--- src/rtl/uart_tx_pkg.sv ---
// Shared UART types: transmitter state encoding and the byte payload type.
package uart_tx_pkg;

  localparam int unsigned BYTE_W = 8;

  typedef logic [BYTE_W-1:0] byte_t;

  typedef enum logic [2:0] {
    IDLE,
    FETCH,
    START,
    DATA,
    STOP
  } uart_tx_state_t;

endpackage

--- src/rtl/uart_tx_baud_gen.sv ---
// Baud counter: counts 0..limit-1, ticks on the terminal count, cleared on demand.
module uart_tx_baud_gen #(
  parameter int unsigned BIT_CLKS  = 868,
  parameter int unsigned STOP_CLKS = 868
) (
  input  logic clk_i,
  input  logic reset_n_i,
  input  logic clear_i,
  input  logic limit_i,
  output logic tick_o
);

  localparam int unsigned CW = (STOP_CLKS > 1) ? $clog2(STOP_CLKS) : 1;

  logic [CW-1:0] count;
  logic [CW-1:0] last;

  // Terminal count select: one bit period or the whole stop period.
  always_comb begin
    last = limit_i ? CW'(STOP_CLKS - 1) : CW'(BIT_CLKS - 1);
  end

  assign tick_o = (count == last);

  // Counter register; reloads on clear or terminal count.
  always_ff @(posedge clk_i) begin
    if (!reset_n_i) begin
      count <= '0;
    end else if (clear_i || tick_o) begin
      count <= '0;
    end else begin
      count <= count + CW'(1);
    end
  end

endmodule

--- src/rtl/uart_tx.sv ---
// UART transmitter draining a 1-cycle-latency FIFO into 8N1/8N2 frames.
module uart_tx
  import uart_tx_pkg::*;
#(
  parameter int unsigned DATA_WIDTH   = 8,
  parameter int unsigned CLKS_PER_BIT = 868,
  parameter int unsigned STOP_BITS    = 1
) (
  input  logic                  clk_i,
  input  logic                  reset_n_i,
  input  logic                  fifo_empty_i,
  output logic                  fifo_read_enable_o,
  input  logic [DATA_WIDTH-1:0] fifo_read_data_i,
  input  logic                  fifo_read_valid_i,
  output logic                  tx_o,
  output logic                  busy_o,
  output logic                  frame_done_o
);

  localparam int unsigned IW = (DATA_WIDTH > 1) ? $clog2(DATA_WIDTH) : 1;

  uart_tx_state_t        state, state_n;
  logic [DATA_WIDTH-1:0] shift, shift_n;
  logic [IW-1:0]         idx, idx_n;
  logic                  tx_n, busy_n, done_n;
  logic                  read_en;
  logic                  tick, clear, stop_sel;

  uart_tx_baud_gen #(
    .BIT_CLKS  (CLKS_PER_BIT),
    .STOP_CLKS (STOP_BITS * CLKS_PER_BIT)
  ) u_baud (
    .clk_i     (clk_i),
    .reset_n_i (reset_n_i),
    .clear_i   (clear),
    .limit_i   (stop_sel),
    .tick_o    (tick)
  );

  // Next state and next registered outputs; tx_n is the line level for the next cycle.
  always_comb begin
    state_n = state;
    shift_n = shift;
    idx_n   = idx;
    tx_n    = 1'b1;
    busy_n  = busy_o;
    done_n  = 1'b0;
    read_en = 1'b0;
    case (state)
      IDLE: begin
        busy_n = 1'b0;
        // reset_n_i gating keeps the FIFO untouched while reset is held.
        if (!fifo_empty_i && reset_n_i) begin
          read_en = 1'b1;
          busy_n  = 1'b1;
          state_n = FETCH;
        end
      end
      FETCH: begin
        if (fifo_read_valid_i) begin
          shift_n = fifo_read_data_i;
          idx_n   = '0;
          tx_n    = 1'b0;
          busy_n  = 1'b1;
          state_n = START;
        end else begin
          busy_n  = 1'b0;
          state_n = IDLE;
        end
      end
      START: begin
        tx_n = 1'b0;
        if (tick) begin
          idx_n   = '0;
          tx_n    = shift[0];
          state_n = DATA;
        end
      end
      DATA: begin
        tx_n = shift[0];
        if (tick) begin
          if (idx == IW'(DATA_WIDTH - 1)) begin
            tx_n    = 1'b1;
            state_n = STOP;
          end else begin
            shift_n = shift >> 1;
            idx_n   = idx + IW'(1);
            tx_n    = shift_n[0];
          end
        end
      end
      STOP: begin
        if (tick) begin
          done_n  = 1'b1;
          busy_n  = 1'b0;
          state_n = IDLE;
        end
      end
      default: begin
        state_n = IDLE;
      end
    endcase
    clear    = (state_n != state) || (state == IDLE);
    stop_sel = (state == STOP);
  end

  assign fifo_read_enable_o = read_en;

  // State, datapath and registered output flops.
  always_ff @(posedge clk_i) begin
    if (!reset_n_i) begin
      state        <= IDLE;
      shift        <= '0;
      idx          <= '0;
      tx_o         <= 1'b1;
      busy_o       <= 1'b0;
      frame_done_o <= 1'b0;
    end else begin
      state        <= state_n;
      shift        <= shift_n;
      idx          <= idx_n;
      tx_o         <= tx_n;
      busy_o       <= busy_n;
      frame_done_o <= done_n;
    end
  end

endmodule
--- config.mk ---
export PLATFORM = sky130hd
export DESIGN_NAME = uart_tx
export DESIGN_NICKNAME = d
export VERILOG_FILES = /design/src/rtl/uart_tx_pkg.sv /design/src/rtl/uart_tx_baud_gen.sv /design/src/rtl/uart_tx.sv
export SDC_FILE = /design/constraint.sdc
export NUM_CORES = 1
export LEC_CHECK = 0
export ABC_CLOCK_PERIOD_IN_PS = 1950
export CORE_MARGIN = 5
export CORE_UTILIZATION = 35
export CTS_CLUSTER_DIAMETER = 80
export CTS_CLUSTER_SIZE = 40
export DETAILED_ROUTE_END_ITERATION = 10
export REMOVE_ABC_BUFFERS = 1
export SETUP_SLACK_MARGIN = 0.4
export SLEW_MARGIN = 20
export SYNTH_ARGS = -nofsm -noshare
export SYNTH_HDL_FRONTEND = slang
export SYNTH_SLANG_ARGS = --single-unit
--- constraint.sdc ---
create_clock -name clk_i -period 1.95 [get_ports clk_i]
set_input_delay 0.2925 -clock clk_i [delete_from_list [all_inputs] [get_ports clk_i]]
set_output_delay 0.2925 -clock clk_i [all_outputs]
set_load 0.02 [all_outputs]
==> key figures <==
Run status
  – Status: finished clean

Floorplanning
  – Die area: around 0.0054 mm^2
  – Row count: 23
  – Die X: 73.6 um
  – Die Y-Extent: about 74 um
  – Core area: 0.00397 mm^2
  – Num ports: 16
  – Initial core utilization: 35.7%

Global routing
  – Grt ovf: 0
  – Global-route wire length before repair: about 5400 um
  – Largest net degree at the start of global routing: 21
  – Vias in the first global route: 1,213
  – GRT Total Usage: roughly an eighth
  – Initial antenna violation count: 0

Timing
  – Tcrit/Tclk final: ~86%
  – Slew at the pin closest to its max-slew limit: 0.407 ns
  – Max Clock Skew: 0.00622 ns
  – Max Freq: about 590 MHz
  – Final min period: ~1.7 ns
  – Worst slew margin: between 70 and 80%
  – RSZ-0062 raised after global routing: yes
  – # setup viols final: 0
  – Count of final max-slew check failures: 0
  – Hold Violations, Final: 0

Job
  – Total of max-cap violations: 0

Place
  – Port Buffers: 15
  – DP HPWL: 2180 um
  – Dpl cells: 231
  – GPL Wtd Cong: ~0.84

Cells and area
  – Share of layout cells above drive strength 1: a little under a quarter
  – Fill count: between 300 and 400
  – Most common cell after layout, fill and taps aside: nor2_1
  – Layout area overhead: 33.7%
  – Most frequent cells in the layout: 24 x nor2_1, 21 x dfxtp_1, 16 x nand2_1, 12 x a21oi_1, 12 x buf_4
  – Final net count: approximately 200
  – N_diodes: 0
  – Post-Layout Cell Count: 240

Routing
  – Vias post-DR: 1,225
  – First-pass detailed-route iteration total: 4
  – WL final: between 3000 and 4000 um
  – Starting DRT DRC Count: 51
  – Post-route ant nets: 0
  – DRC viols: 0
  – DR vias/cell: between 5 and 6
  – Drt wl/cell: between 10 and 15 um

Clock tree
  – Latest clock arrival within the worst-skew pair: around 0.28 ns
  – Hold buffers post-CTS: 0
  – CTS tree: done
  – # H-tree levels: 1
  – Total CTS buffers: 3
  – Root buffer cell: clkbuf_8
  – Clock Path Buffers: 2
  – CTS Sinks: 27
  – Clock transition at path regs: 0.09 ns

Worst setup path
  – Crit Path Class: reg2reg
  – Crit path max fanout: 7
  – CP endpoint kind: flip-flop
  – Nature of the critical path startpoint: flip-flop
  – Worst EP arrival: roughly 1.9 ns
  – Critical Path RT: approximately 2.1 ns

Power and ir drop
  – PD cells: around 590 mW/mm^2
  – Power Total: between 0.001 and 0.0015 W
  – Worst VDD drop: around 0.00033 V
  – Leak: between 0.7 and 0.8 nW

Synth
  – Top_reg_cell synth: dfxtp_1
  – Yosys warns: 0
  – EDFF count, synth: 0
  – Mapped Area: 0.00142 mm^2
  – Gate Count Post-Synth: 162
  – Post-synthesis sequential area ratio: between 30% and 40%
  – Asr flop ratio synth: 0%
  – Average footprint of a synthesized cell: ~8.7 um^2
  – Netlist cell types: 39
  – Synthesized flop and latch total: 27

Worst hold path
  – Hold Path Class: reg2reg
[worst max-delay path, cell delays in order (launching register included)]
cell     delay, ns
dfxtp_2       0.34
ha_4          0.16
ha_4          0.15
or2b_4        0.26
o41a_1        0.44
o21ai_1       0.18
nor2_1        0.05
[Yosys cell counts, drive strengths merged, types with 3 or more instances]
| cell | n | area [um^2] |
|---|---|---|
| and3 | 4 | 25.0 |
| nand3 | 7 | 35.0 |
| a21oi | 14 | 70.1 |
| nor3 | 3 | 26.3 |
| o21ai | 7 | 35.0 |
| mux2i | 10 | 100 |
| xnor2 | 5 | 43.8 |
| clkbuf | 4 | 25.0 |
| xor2 | 3 | 26.3 |
| dfxtp | 27 | 541 |
| nor2b | 3 | 18.8 |
| inv | 3 | 11.3 |
| nor2 | 25 | 93.8 |
| nand2 | 16 | 60.1 |
| ha | 3 | 37.5 |
[power by group]
part / total, W / switching [W] / leakage [nW] / internal [W]
Combinational: 0.000219 / 0.000110 / 0.475 / 0.000110
Sequential: 0.000587 / 0.0000169 / 0.223 / 0.000570
Clock: 0.000320 / 0.000173 / 0.0228 / 0.000147
Total: 0.00113 / 0.000300 / 0.721 / 0.000826
[routing by layer]
| layer | vias to the layer above | track usage (%) | part of all wire [%] |
|---|---|---|---|
| li1 | 630 | - | - |
| met1 | 565 | 15.4 | 46 |
| met2 | 25 | 21.2 | 49 |
| met3 | 5 | 2.05 | 3.4 |
| met4 | 0 | 5.43 | 1.5 |
| met5 | - | 0 | 0 |
[cells by family (layout without fill, tap and decap cells)]
kind of cell	count (synthesis)	count (layout)	share of synthesized area, %
muxes	11	11	7.86
and+or+nand+nor	69	69	25.6
adders and majority gates	3	3	2.65
xor gates and xnor gates	8	8	4.95
DFF	27	27	38.2
buffers and inverters	9	36	3.27
AOI/OAI and AO/OA	35	36	17.5
[per-stage QoR]
stage | hold WS [ns] | setup TNS [ns] | utilization, % | setup slack (ns) | instance area [um^2]
after floorplan | 0.410 | 0 | - | 0.225 | 1380
final | 0.452 | 0 | 47.7 | 0.263 | 1890
after global routing | 0.471 | 0 | 47.7 | 0.186 | 1890
after global placement | 0.443 | -0.0589 | 42.0 | -0.0589 | 1670
after CTS | 0.476 | 0 | 45.5 | 0.216 | 1810
after detailed placement | 0.457 | -0.0737 | 42.0 | -0.0737 | 1670
[state kept, by name (all words and copies together), names as in the netlist]
| register | count |
|---|---|
| frame_done_o | 1 |
| busy_o | 1 |
| u_baud.count | 10 |
| idx | 3 |
| tx_o | 1 |
| state | 3 |
| shift | 8 |
[layout make-up]
class	instances	area (um^2)	area share [%]
clock buffers	4	45.0	2.38
repair buffers	29	272	14.3
well taps	50	62.6	3.30
inverters	3	11.3	0.594
flip-flops and latches	27	553	29.2
multi-input cells	127	951	50.2
[path summary, 6_finish.rpt]
kind,from,endpoint,slack (ns),cells past startpoint
worst min-delay path,u_baud.count[0],u_baud.count[0],0.45,1
worst max register to register,idx[0],shift[3],0.26,6
worst max-delay path,idx[0],shift[3],0.26,6
worst min register to register,u_baud.count[0],u_baud.count[0],0.45,1
[timing repair]
action | 4_1_cts | 5_1_grt
cloned | 1 | 0
buffers inserted | 1 | 3
resized for setup | 17 | 22
hold endpoints to repair | 0 | 0
endpoints found under the setup margin | 26 | 27
pin swaps | 7 | 14
Note: power is estimated with default switching activity, not from simulation.
==> RTL edit 1: new RTL, config.mk and constraints unchanged <==
`DATA_WIDTH`: 8 -> 16.
--- a/src/rtl/uart_tx.sv
+++ b/src/rtl/uart_tx.sv
@@ -3,5 +3,5 @@
   import uart_tx_pkg::*;
 #(
-  parameter int unsigned DATA_WIDTH   = 8,
+  parameter int unsigned DATA_WIDTH   = 16,
   parameter int unsigned CLKS_PER_BIT = 868,
   parameter int unsigned STOP_BITS    = 1
Interface: changed (resized fifo_read_data_i); port bits go from 16 to 24. The function was not compared with the original's and may differ.
==> RTL edit 1 against the unedited design <==
  * Power grew 32%
  * Wire length increased by 48%
  * Utilization is 3.3 points higher
  * Largest power group unchanged
  * Setup slack lost 140 ps
  * Sequential cell count increased by 9
  * Area after synthesis up 29%
  * Sequential share of layout area fell by 1.3 points
  * Cell area up 37%
==> RTL edit 1: results <==
[clocking]
path_clk_slew_ps = 70
htree_num_levels = 2
clock_latency_ps = 290
cts_made_buffers = 5

[power_and_ir_drop]
p_leak_uw = 0.000897
irDropWorstVdd_mv = 0.418

[grt]
grt_pass1_vias = 1598
grt_start_max_net_pins = 20
grt_pass1_wl_mm = 7.71
grt.total_usage_pct = 14.9

[placement]
portBuffers = 23
placed_area_um2 = 2280
gp_congestion = 0.786
hpwl_mm = 2.96

[setup_path]
reg2reg_depth = 8
cp_data_arrival_time_ps = 2000
endpoint = shift[6]
timing.rr.start = u_baud.count[0]
regToRegSetupSlack_ps = 120

[route]
routedWlPerCell_um = 14.1
initialDrtViolationCount = 64
vias_per_cell = 5.28

[sta]
holdWs_ps = 470
tightest_slew_ps = 537
clock_skew_ps = 7.04

[cells_and_area]
nets = 283
reg_top3 = shift (16), u_baud.count (10), idx (4)
fillers = 512
drive_gt1_share_pct = 26.3

[synthesis]
yosysUniqueCellTypes = 45
yosys_warnings = 0
ys_top_cells_by_count = dfxtp_1, nand2_1, a21oi_1, nor2_1, o21ai_0
seq_area_frac_synth_pct = 39.6
synth_area_leaders = dfxtp_1, a221o_1, a21oi_1, o21ai_0, nand2_1

[outcome]
status = complete, no violations
-- RTL edit 1: cell count changes after synthesis, sizes merged, moves of 3 or more --
cell and change:
dfxtp +9, o21ai +12, a221o +14, clkbuf +8, nor2 -6, a21oi +9
nand4 +3, mux2i -9, nand2 +8
-- RTL edit 1: cells by family after synthesis --
family / after synthesis / synth area share [%]
mux: 1 / 0.549
fa+ha+maj: 2 / 1.37
flops: 36 / 39.6
compound gates: 72 / 26.7
buf+inv: 19 / 4.74
simple gates: 74 / 22.7
xor+xnor: 9 / 4.33
-- RTL edit 1: stage by stage --
stage	setup slack [ps]	instances	setup TNS (ps)	util (%)	power [uW]
2_1_floorplan	-452	197	-7890	-	855
3_3_place_gp	-76.4	315	-76.4	44.9	945
3_5_place_dp	-101	315	-114	44.9	946
4_1_cts	68.5	329	0	48.4	1500
5_1_grt	26.2	332	0	51.0	1570
6_report	121	332	0	51.0	1490
-- RTL edit 1: worst max-delay path: stages, from the launching register on --
cell and delay, ps:
dfxtp_2 350, ha_4 150, nand4bb_4 120, buf_6 130
buf_6 110, nor4_4 250, a21oi_2 130, buf_6 150
a221o_1 310
-- RTL edit 1: how the worst min path moves through the flow --
stage                          from               to  cells past startpoint
floorplan           u_baud.count[0]  u_baud.count[0]                      1
global placement             busy_o           busy_o                      2
detailed placement           busy_o           busy_o                      2
CTS                          busy_o           busy_o                      2
global route                 busy_o           busy_o                      2
finish                       busy_o           busy_o                      2
-- RTL edit 1: cell type report --
cell class              count  area [um2]  share of cell area (%)
multi-input cells         159        1150                    44.3
inverters                   3        11.3                   0.435
flip-flops and latches     36         723                    27.9
repair buffers             56         529                    20.4
well taps                  70        87.6                    3.38
clock buffers               8        90.1                    3.48
-- RTL edit 1: power by group --
part | total, uW | switching, uW | leakage (uW) | internal (uW)
Combinational | 177 | 85.9 | 0.000559 | 91.1
Clock | 546 | 258 | 0.0000455 | 288
Sequential | 768 | 15.1 | 0.000292 | 753
-- RTL edit 1: layer usage --
layer  GRT usage [%]  up-vias  routed length (um)
met5               0        -                   0
met1            19.6      833                2130
met3            4.01        5                 257
li1                -      885                   -
met4            4.49        0                  43
met2            23.7       31                2240
-- RTL edit 1: what timing repair did --
item / 4_1_cts / 5_1_grt
buffers inserted: 4 / 3
gates resized for setup: 15 / 25
setup endpoints to repair: 35 / 37
cloned: 2 / 0
pin swaps: 7 / 34
==> RTL edit 2: new RTL, config.mk and constraints unchanged <==
Made on the original files. Put one more register stage on the output `tx_o`, cleared by the reset. The value now appears one clock later. The other outputs are not delayed to match.
--- a/src/rtl/uart_tx.sv
+++ b/src/rtl/uart_tx.sv
@@ -19,4 +19,6 @@
 
   localparam int unsigned IW = (DATA_WIDTH > 1) ? $clog2(DATA_WIDTH) : 1;
+
+  logic tx_s0;
 
   uart_tx_state_t        state, state_n;
@@ -113,5 +115,5 @@
       shift        <= '0;
       idx          <= '0;
-      tx_o         <= 1'b1;
+      tx_s0        <= 1'b1;
       busy_o       <= 1'b0;
       frame_done_o <= 1'b0;
@@ -120,5 +122,5 @@
       shift        <= shift_n;
       idx          <= idx_n;
-      tx_o         <= tx_n;
+      tx_s0        <= tx_n;
       busy_o       <= busy_n;
       frame_done_o <= done_n;
@@ -126,3 +128,11 @@
   end
 
+  always_ff @(posedge clk_i) begin
+    if (!reset_n_i) begin
+      tx_o <= '0;
+    end else begin
+      tx_o <= tx_s0;
+    end
+  end
+
 endmodule
Function: changed (Yosys sat finds a counterexample within 4 cycles, from zero or initial values and one cycle with reset_n_i low).
==> RTL edit 2 against the unedited design <==
  * Largest cell class unchanged
  * Setup slack worse by 190 ps
  * Critical path depth down 1
  * Wire length down 2.6%
  * Critical path type unchanged
  * Cell area down 1.8%
  * Clock skew down 3.0 ps
  * Area after synthesis down 3.7%
  * Sequential cell count up 1
  * Highest routed layer unchanged
Power is not compared: it rests on default switching activity, and its combinational part moved more than twofold at a synthesized area within 25%.
==> RTL edit 2: results <==
[synthesis]
yosys_warnings = 0
synth_area_leaders = dfxtp_1, nor2b_1, nor2_1, o21a_1, a21oi_1
netlist_instances = 156
synth-adder-area-share_pct = 2.75
seq_area_frac_synth_pct = 41.1
synth_mux_area_share_pct = 1.47

[route]
vias = 1232
vias_per_cell = 5.15
initialDrtViolationCount = 52
routedWlPerCell_um = 12.9

[cells_and_area]
buf_share_pct = 17.9
regArea_um2 = 564
drive_gt1_share_pct = 23.0
fillers = 356
nMultiInputCombCells = 117
multi_input_area_share_pct = 44.1
clock_area_share_pct = 3.84
final_core_util_pct = 50.0
nets = 207

[sta]
setup_slack_ps = 78.2
slew_headroom_pct = 72.6
clock_skew_ps = 3.19

[setup_path]
slowest_stage = or3_4
slowest_delay_ps = 400
critPathTopFamily = simple AND/OR/NAND/NOR gates
cp_max_fo = 4
cp_data_arrival_time_ps = 2080

[placement]
placed_area_um2 = 1660
place_inst = 227
place_ws_ps = -128
gp_congestion = 0.856

[grt]
grt_start_max_net_pins = 17
grt.total_usage_pct = 12.2

[outcome]
status = complete, no violations

[min_path]
min_from = tx_s0

[power_and_ir_drop]
finalPower_uw = 1140
==> RTL edit 2: timing repair <==
item                       4_1_cts  5_1_grt
setup endpoints to repair       27       27
resized for setup               11       12
pin swaps                        3        3
buffers inserted                 4        4
==> RTL edit 2: worst paths after layout <==
path / endpoint / depth (start not counted)
worst max-delay path: idx[1] / 5
worst min-delay path: tx_o / 1
worst max register to register: idx[1] / 5
worst min register to register: tx_o / 1
==> RTL edit 2: worst register-to-register path: stages (launching register included) <==
cell	delay (ps)
dfxtp_2	370
ha_4	130
or3b_4	370
or3_4	350
or3_4	400
mux2i_1	180
==> RTL edit 2: metal layers <==
layer | global-route usage (%) | vias up | wire length, um
met3 | 3.46 | 3 | 88
li1 | - | 631 | -
met4 | 1.43 | 0 | 6
met5 | 0 | - | 0
met1 | 16.1 | 582 | 1470
met2 | 20.3 | 16 | 1510
